===== src/rtl/pe_fma_pipe.sv =====
// pe_fma_pipe: pipelined fixed-point fused multiply-add/subtract element.
//   Computes C + (A*B) or C - (A*B) on signed Q(WIDTH-FRAC).FRAC operands.
//   The mult section has MULT_LAT register stages and the add section has
//   ADD_LAT register stages. C, op_sub and the tag travel alongside the
//   product, so every op sees its own C.
//   Optional build macro PE_SATURATE_EN: when it is defined, narrowing
//   saturates. When it is undefined, narrowing wraps. add_ovf is reported
//   the same way in both builds.
//
// Valid semantics: an op enters when en=1 and in_valid=1 at a rising edge.
//   There is no backpressure. en=0 freezes every register, inputs included.
//   mult_valid and add_valid mark the cycles in which the matching data,
//   tag and ovf outputs belong to a real op.
module pe_fma_pipe #(
  parameter int WIDTH    = 32,
  parameter int FRAC     = 16,
  parameter int MULT_LAT = 4,
  parameter int ADD_LAT  = 2,
  parameter int TAG_W    = 8
) (
  input  logic             clk,
  input  logic             rst,
  input  logic             en,
  input  logic             in_valid,
  input  logic             op_sub,
  input  logic [TAG_W-1:0] in_tag,
  input  logic [WIDTH-1:0] A,
  input  logic [WIDTH-1:0] B,
  input  logic [WIDTH-1:0] C,
  output logic             mult_valid,
  output logic [WIDTH-1:0] mult_result,
  output logic [TAG_W-1:0] mult_tag,
  output logic             add_valid,
  output logic [WIDTH-1:0] add_result,
  output logic [TAG_W-1:0] add_tag,
  output logic             add_ovf,
  output logic             busy
);

  localparam int PW = 2 * WIDTH;
  localparam int ML = MULT_LAT - 1;
  localparam int AL = ADD_LAT - 1;

`ifdef PE_SATURATE_EN
  localparam logic [WIDTH-1:0] MAX_POS = {1'b0, {(WIDTH-1){1'b1}}};
  localparam logic [WIDTH-1:0] MIN_NEG = {1'b1, {(WIDTH-1){1'b0}}};
`endif

  // ---------------- mult section: full product, scale, narrow ----------------
  logic signed [PW-1:0]  a_ext, b_ext, prod_full, prod_scaled;
  logic        [WIDTH:0] s_top;
  logic                  m_ovf_d;
  logic [WIDTH-1:0]      m_res_d;

  assign a_ext       = {{WIDTH{A[WIDTH-1]}}, A};
  assign b_ext       = {{WIDTH{B[WIDTH-1]}}, B};
  assign prod_full   = a_ext * b_ext;
  // The arithmetic shift truncates toward minus infinity.
  assign prod_scaled = prod_full >>> FRAC;
  // The scaled product fits in WIDTH bits only when all bits above WIDTH-1 copy the sign.
  assign s_top       = prod_scaled[PW-1:WIDTH-1];
  assign m_ovf_d     = ~((&s_top) | ~(|s_top));

`ifdef PE_SATURATE_EN
  assign m_res_d = m_ovf_d ? (prod_scaled[PW-1] ? MIN_NEG : MAX_POS) : prod_scaled[WIDTH-1:0];
`else
  assign m_res_d = prod_scaled[WIDTH-1:0];
`endif

  logic [MULT_LAT-1:0] m_valid_q;
  logic [MULT_LAT-1:0] m_ovf_q;
  logic [MULT_LAT-1:0] m_sub_q;
  logic [WIDTH-1:0]    m_res_q [MULT_LAT];
  logic [WIDTH-1:0]    m_c_q   [MULT_LAT];
  logic [TAG_W-1:0]    m_tag_q [MULT_LAT];

  // Mult delay line: stage 0 captures the narrowed product and its companions, later stages shift.
  always_ff @(posedge clk or posedge rst) begin
    if (rst) begin
      m_valid_q <= '0;
      m_ovf_q   <= '0;
      m_sub_q   <= '0;
      for (int i = 0; i < MULT_LAT; i++) begin
        m_res_q[i] <= '0;
        m_c_q[i]   <= '0;
        m_tag_q[i] <= '0;
      end
    end else if (en) begin
      m_valid_q[0] <= in_valid;
      m_ovf_q[0]   <= m_ovf_d;
      m_sub_q[0]   <= op_sub;
      m_res_q[0]   <= m_res_d;
      m_c_q[0]     <= C;
      m_tag_q[0]   <= in_tag;
      for (int i = 1; i < MULT_LAT; i++) begin
        m_valid_q[i] <= m_valid_q[i-1];
        m_ovf_q[i]   <= m_ovf_q[i-1];
        m_sub_q[i]   <= m_sub_q[i-1];
        m_res_q[i]   <= m_res_q[i-1];
        m_c_q[i]     <= m_c_q[i-1];
        m_tag_q[i]   <= m_tag_q[i-1];
      end
    end
  end

  // ---------------- add section: C -/+ narrowed product ----------------
  logic signed [WIDTH:0] c_ext, m_ext, sum_full;
  logic                  a_ovf_d;
  logic [WIDTH-1:0]      a_res_d;

  assign c_ext    = {m_c_q[ML][WIDTH-1], m_c_q[ML]};
  assign m_ext    = {m_res_q[ML][WIDTH-1], m_res_q[ML]};
  assign sum_full = m_sub_q[ML] ? (c_ext - m_ext) : (c_ext + m_ext);
  assign a_ovf_d  = m_ovf_q[ML] | (sum_full[WIDTH] ^ sum_full[WIDTH-1]);

`ifdef PE_SATURATE_EN
  assign a_res_d = (sum_full[WIDTH] ^ sum_full[WIDTH-1]) ?
                   (sum_full[WIDTH] ? MIN_NEG : MAX_POS) : sum_full[WIDTH-1:0];
`else
  assign a_res_d = sum_full[WIDTH-1:0];
`endif

  logic [ADD_LAT-1:0] a_valid_q;
  logic [ADD_LAT-1:0] a_ovf_q;
  logic [WIDTH-1:0]   a_res_q [ADD_LAT];
  logic [TAG_W-1:0]   a_tag_q [ADD_LAT];

  // Add delay line: stage 0 captures the sum of the last mult stage, later stages shift.
  always_ff @(posedge clk or posedge rst) begin
    if (rst) begin
      a_valid_q <= '0;
      a_ovf_q   <= '0;
      for (int i = 0; i < ADD_LAT; i++) begin
        a_res_q[i] <= '0;
        a_tag_q[i] <= '0;
      end
    end else if (en) begin
      a_valid_q[0] <= m_valid_q[ML];
      a_ovf_q[0]   <= a_ovf_d;
      a_res_q[0]   <= a_res_d;
      a_tag_q[0]   <= m_tag_q[ML];
      for (int i = 1; i < ADD_LAT; i++) begin
        a_valid_q[i] <= a_valid_q[i-1];
        a_ovf_q[i]   <= a_ovf_q[i-1];
        a_res_q[i]   <= a_res_q[i-1];
        a_tag_q[i]   <= a_tag_q[i-1];
      end
    end
  end

  assign mult_valid  = m_valid_q[ML];
  assign mult_result = m_res_q[ML];
  assign mult_tag    = m_tag_q[ML];
  assign add_valid   = a_valid_q[AL];
  assign add_result  = a_res_q[AL];
  assign add_tag     = a_tag_q[AL];
  assign add_ovf     = a_ovf_q[AL];
  assign busy        = (|m_valid_q) | (|a_valid_q);

endmodule

===== config.mk =====
export PLATFORM = sky130hd
export DESIGN_NAME = pe_fma_pipe
export DESIGN_NICKNAME = d
export VERILOG_FILES = /design/src/rtl/pe_fma_pipe.sv
export SDC_FILE = /design/constraint.sdc
export NUM_CORES = 2
export LEC_CHECK = 0
export ABC_AREA = 1
export CORE_MARGIN = 3
export CORE_UTILIZATION = 40
export CTS_CLUSTER_SIZE = 24
export DETAILED_ROUTE_END_ITERATION = 8
export PLACE_DENSITY_LB_ADDON = 0.3
export SYNTH_ARGS = -nofsm -noshare
export SYNTH_HDL_FRONTEND = slang
export SYNTH_SLANG_ARGS = --single-unit

===== constraint.sdc =====
create_clock -name clk -period 14.4 [get_ports clk]
set_input_delay 1.44 -clock clk [delete_from_list [all_inputs] [get_ports clk]]
set_output_delay 1.44 -clock clk [all_outputs]
set_load 0.05 [all_outputs]

* Word-level counts from Yosys, hierarchy flattened
Cells that the tools add are included.
** Storage, ports and cells
- Input bits :: 109
- Logic and storage cells :: 35
- Output and inout port bits :: 84
- Flip-flop bits (word level) :: 384
** Operators by class
- Mux-type cells :: 1
- $mul :: 1
- Bitwise gates (word level) :: 6
- Add/subtract/negate cells :: 2
- Reduce and logical (&&, ||, !) cells :: 4
** Operators by type and width (number)
- multiplier 32 x 32 -> 64 bit :: 1
- adder 32 x 32 -> 33 bit :: 1
- two-way mux 33 bit :: 1
- subtractor 32 x 32 -> 33 bit :: 1
- AND reduction 17 bit :: 1
- OR reduction 17 bit :: 1
- OR reduction 4 bit :: 1
- bitwise OR 1 bit :: 3
- inverter 1 bit :: 2
- OR reduction 2 bit :: 1
- bitwise XOR 1 bit :: 1

* Longest topological paths before layout
- Depth after elaboration :: 5
- Gate-level depth with buffers :: 39
- Gate-level depth less buffers :: 38

* Worst setup path after synthesis
Ideal clock, no wire load.
- Path kind :: input port to flip-flop
- Start point :: input port A[31]
- End point :: register m_ovf_q[0]
- Required time :: 14282 ps
- Arrival :: 8370 ps
- Path buffers :: 1
- Library setup time :: 118 ps
- Cell stages on the path :: 32
- Setup slack :: 5912 ps
- Path through :: clkbuf_1 nand2_1 inv_1 fa_1 inv_1 fa_1 fa_1 inv_1 fa_1 inv_1 fa_1 fa_1 fa_1 fa_1 inv_1 ha_1 nand2_1 nor2_1 nand2_1 nor3_1 and3_1 nand2_1 nand2_1 nand2_1 nand2_1 nand3_1 nor2_1 nand2_1 nor2_1 nand2_1 nand3_1 nand2_1
** Between the ends
- Word-level cells in the longest chain between the ends :: 5
- Elaborated cells between the ends (all ways) :: 6
- Those cells by class :: 1 x mul; 3 x bitwise; 2 x reduce/logical
** Ends and longest elaborated chain
- from (decl) :: RTL line 27 : input logic [WIDTH-1:0] A,
- multiplier 32 x 32 -> 64 bit (*) :: RTL line 57 : assign prod_full = a_ext * b_ext;
- OR reduction 17 bit :: RTL line 62 : assign m_ovf_d = ~((&s_top) | ~(|s_top));
- inverter 1 bit :: RTL line 62
- bitwise OR 1 bit (*) :: RTL line 62
- inverter 1 bit (*) :: RTL line 62
- to (signal assigned) :: RTL line 90 : m_ovf_q[0] <= m_ovf_d;
- to (signal, indexed assignment) :: RTL line 97 : m_ovf_q[i] <= m_ovf_q[i-1];
- to (decl) :: RTL line 71 : logic [MULT_LAT-1:0] m_ovf_q;
Mark *: on every way between the ends. The rest lies on a longest branch, timed or not.
A chain may end at the register's enable or synchronous reset.

* Worst setup path after layout
Ends and elaborated chain as after synthesis.

==> results list <==
- The run finished with clean final reports.
- Yosys warnings: 0
- Across the whole layout, storage elements account for roughly 9600 um^2.
- The cell sitting at the root of the clock tree is a sky130_fd_sc_hd__clkbuf_16.
* Number of antenna violations at the first check in global routing: 0
- Number of remaining DRC errors: 0
- Routed Antenna Nets: 0
* Final global-route overflow total: 0
- After synthesis the cells add up to 55590 um^2.
- TritonCTS built the clock tree.
- After routing, the total negative slack on setup checks comes to 0 ns.
- Number of enable flip-flop cells after synthesis: 0
- The first routing iteration left 3039 violations.
* Netlist cell types: 51
- Number of buffers between clock root and the deepest sink: 3
- The final count of hold timing violations is 0.
* Wire length reported by the detailed router: around 160000 um
* Worst-path clk slew: 0.06 ns
* Critical path fanouts, max: 32
- Die X: 378.8 um
- Routed met3 length: 10900 um
- Classification of the worst-slack hold path: register to register
* Final slew viol count: 0
- Post-layout net count: 8291
- Headroom to the max-slew limit came out at 0.2800.
- STA classifies the critical path endpoint as a register.
- Hold Buf Count CTS: 0
* Final instance count without filler cells: 8703
- Number of failing setup endpoints in the final timing report: 0
- Library cell contributing the largest single delay on the critical path: sky130_fd_sc_hd__fa_1
* GRT Overall Usage: 0.2235
- Mean post-synth cell area: 7.997 um^2
* Synthesis-stage register bit count: between 300 and 400
* Post-CTS setup repair buffer count: 0
* HPWL after detailed placement: 125600 um
* Pin count of the biggest net entering global routing: 180
- After clock tree synthesis, the repair step resized 0 gates.
- Number of inserted filler cells in the final layout: 13770
- Post-synthesis sequential area ratio: 0.1728
- Of the available clock period, the critical path in the final layout requires 0.6615.
- The most used flip-flop cell after synthesis is sky130_fd_sc_hd__dfrtp_1.
- Number of search-and-repair iterations in the first detailed-routing pass: 5
- Ranking of synthesized cells by area: sky130_fd_sc_hd__fa_1 (39%), sky130_fd_sc_hd__dfrtp_1 (17%), sky130_fd_sc_hd__nand2_1 (14%), sky130_fd_sc_hd__inv_1 (13%), sky130_fd_sc_hd__ha_1 (4.8%)
* Clk_skew: 0.01559 ns
* Worst setup SP type: input pin
- Number of diodes added for antenna fixing: 0
- The share of synthesized area in the top cell type comes to 0.3896.
- Commonest cells after routing, fill and taps aside: sky130_fd_sc_hd__nand2_1 (2050), sky130_fd_sc_hd__inv_1 (1875), sky130_fd_sc_hd__fa_1 (1082)
- Synthesized instance count: 6952
- From bottom edge to top edge, the die measures 378.8 um.
- The die covers 143500 um^2.
* Routability congestion estimate from global placement: 0.9107
* Clock net sink count: 384
* Num CTS Buffers: 37
- Biggest area consumer among synthesized cells: sky130_fd_sc_hd__fa_1
- Wire length of the first global-routing pass: 251100 um
- Layout overhead on the synthesized area: 7.447%
* Synthesized netlist net count: 8356
- RSZ-0062 raised after global routing: no
* H-tree depth: 2
* I/O pin count: approximately 190
- Std cell rows: ~140
* Type of the setup path with the least slack: input pin to register
- Detailed routing placed a total of roughly 74000 um of wire on met2.
- Routed signal wires occupy layers up through met4.
* Upper clock frequency limit: 105.0 MHz
* WP data required: 14.83 ns
* Most frequent standard cell in the layout excluding fill and tap cells: sky130_fd_sc_hd__nand2_1
- In the final layout, the share of cells above drive strength 1 is 0.02736.
* Via density: roughly 4.8
* Actual transition at the worst max-transition pin: about 1.1 ns
- In the final layout, the multi-input gates occupy about 37000 um^2.
* Delay contributed by the slowest stage of the critical path: 0.88 ns
- For this block, the via count after detailed routing is 41830.
- Core outline area: 137700 um^2
- Clock Latency Late Sink: 0.55 ns
- Across the run, the number of max-cap violations was 0.
* Placed instance count: 8642
- Share of flip-flops with an asynchronous set or reset: 1.000
- Number of global-route vias before repair: 44580
- The detailed router put a total of between 60000 and 70000 um of wire on met1.
- Initial standard-cell utilization of the core: 0.4038
- In this run the tool buffered the top-level ports with 192 buffer cells.
- Min Tclk post-route: 9.525 ns
* Arrival time at the worst endpoint: 9.95 ns
- After detailed routing, the average wire length per cell comes to 18.00 um.
-- registers in the layout, indices dropped and copies added, names as in the netlist --
register	cells
mult_result	32
a_res_q	32
a_ovf_q	2
a_valid_q	2
m_valid_q	4
m_res_q	96
a_tag_q	8
add_result	32
m_tag_q	24
mult_tag	8
c_ext	32
m_c_q	96
m_sub_q	4
add_tag	8
m_ovf_q	4
-- cells in the mapped netlist, types with 2 or more instances --
cell type / count
sky130_fd_sc_hd__xnor2_1: 31
sky130_fd_sc_hd__nor3_1: 14
sky130_fd_sc_hd__o21ai_0: 355
sky130_fd_sc_hd__and3_1: 6
sky130_fd_sc_hd__dfrtp_1: 384
sky130_fd_sc_hd__nand4_1: 15
sky130_fd_sc_hd__nor2_1: 212
sky130_fd_sc_hd__a21oi_1: 98
sky130_fd_sc_hd__nand3_2: 2
sky130_fd_sc_hd__buf_4: 80
sky130_fd_sc_hd__inv_1: 1877
sky130_fd_sc_hd__buf_1: 8
sky130_fd_sc_hd__a211oi_1: 2
sky130_fd_sc_hd__a21o_1: 5
sky130_fd_sc_hd__o31ai_1: 4
sky130_fd_sc_hd__xor2_1: 52
sky130_fd_sc_hd__nand2_1: 2050
sky130_fd_sc_hd__ha_1: 213
sky130_fd_sc_hd__nor2_4: 2
sky130_fd_sc_hd__nor4_1: 5
sky130_fd_sc_hd__nor3_2: 5
sky130_fd_sc_hd__nand3b_1: 3
sky130_fd_sc_hd__o21ai_1: 4
sky130_fd_sc_hd__or2_2: 20
sky130_fd_sc_hd__or2_1: 2
sky130_fd_sc_hd__clkbuf_1: 271
sky130_fd_sc_hd__nand3_1: 79
sky130_fd_sc_hd__inv_2: 7
sky130_fd_sc_hd__nor2_2: 6
sky130_fd_sc_hd__o21bai_1: 15
sky130_fd_sc_hd__a31oi_1: 18
sky130_fd_sc_hd__fa_1: 1082
sky130_fd_sc_hd__o21ai_2: 5
sky130_fd_sc_hd__clkinv_1: 2
sky130_fd_sc_hd__a21oi_2: 2
-- final cells by class --
class | count | share of cell area
multi-input combinational | 4322 | 0.6236
timing repair buffer | 256 | 0.03946
inverter | 1886 | 0.1188
clock inverter | 15 | 0.002618
clock buffer | 46 | 0.01707
sequential | 384 | 0.1609
tap | 1794 | 0.03758
-- critical path, delay by kind of cell --
family / cells / cell delay (ns)
compound gates: 1 / 0.16
fa+ha+maj: 9 / 4.89
buf+inv: 6 / 1.78
simple gates: 14 / 1.61
-- cell families after synthesis --
logic type | Yosys count | synth area share
buffers and inverters | 2246 | 0.1571
flip-flops | 384 | 0.1728
AO/OA/AOI/OAI | 519 | 0.04965
AND/OR/NAND/NOR | 2425 | 0.1698
adder cells (fa/ha/maj) | 1295 | 0.4376
XOR/XNOR | 83 | 0.01308
-- metrics by stage --
stage	util	instance area [um^2]	worst slack, ns	hold slack, ns
floorplan	-	55590	2.289	0.4418
global placement	0.4254	58560	4.380	0.4522
detailed placement	0.4254	58560	4.286	0.4581
CTS	0.4339	59730	4.832	0.4698
global route	0.4339	59730	4.225	0.4886
finish	0.4339	59730	4.875	0.4662
-- final timing paths --
path,start,slack (ns),end,cells after the start
setup / recovery,A[31],4.88,m_ovf_q[0]$_DFFE_PP0P_,30
hold / removal,m_res_q[57]$_DFFE_PP0P_,0.47,mult_result[25]$_DFFE_PP0P_,2
setup reg to reg,m_sub_q[3]$_DFFE_PP0P_,10.04,a_res_q[52]$_DFFE_PP0P_,15
hold reg to reg,m_res_q[57]$_DFFE_PP0P_,0.47,mult_result[25]$_DFFE_PP0P_,2
max in group asynchronous,rst,9.73,a_tag_q[9]$_DFFE_PP0P_,5
min in group asynchronous,rst,1.45,m_c_q[120]$_DFFE_PP0P_,2
-- metal layers --
layer,vias up,track usage
met2,1314,0.3751
met1,20820,0.3111
li1,19520,-
met3,175,0.03093
met5,-,0
met4,0,0.04260
Power is not shown: default switching activity piles up to over one toggle a cycle in this logic, so the estimate is an artifact.
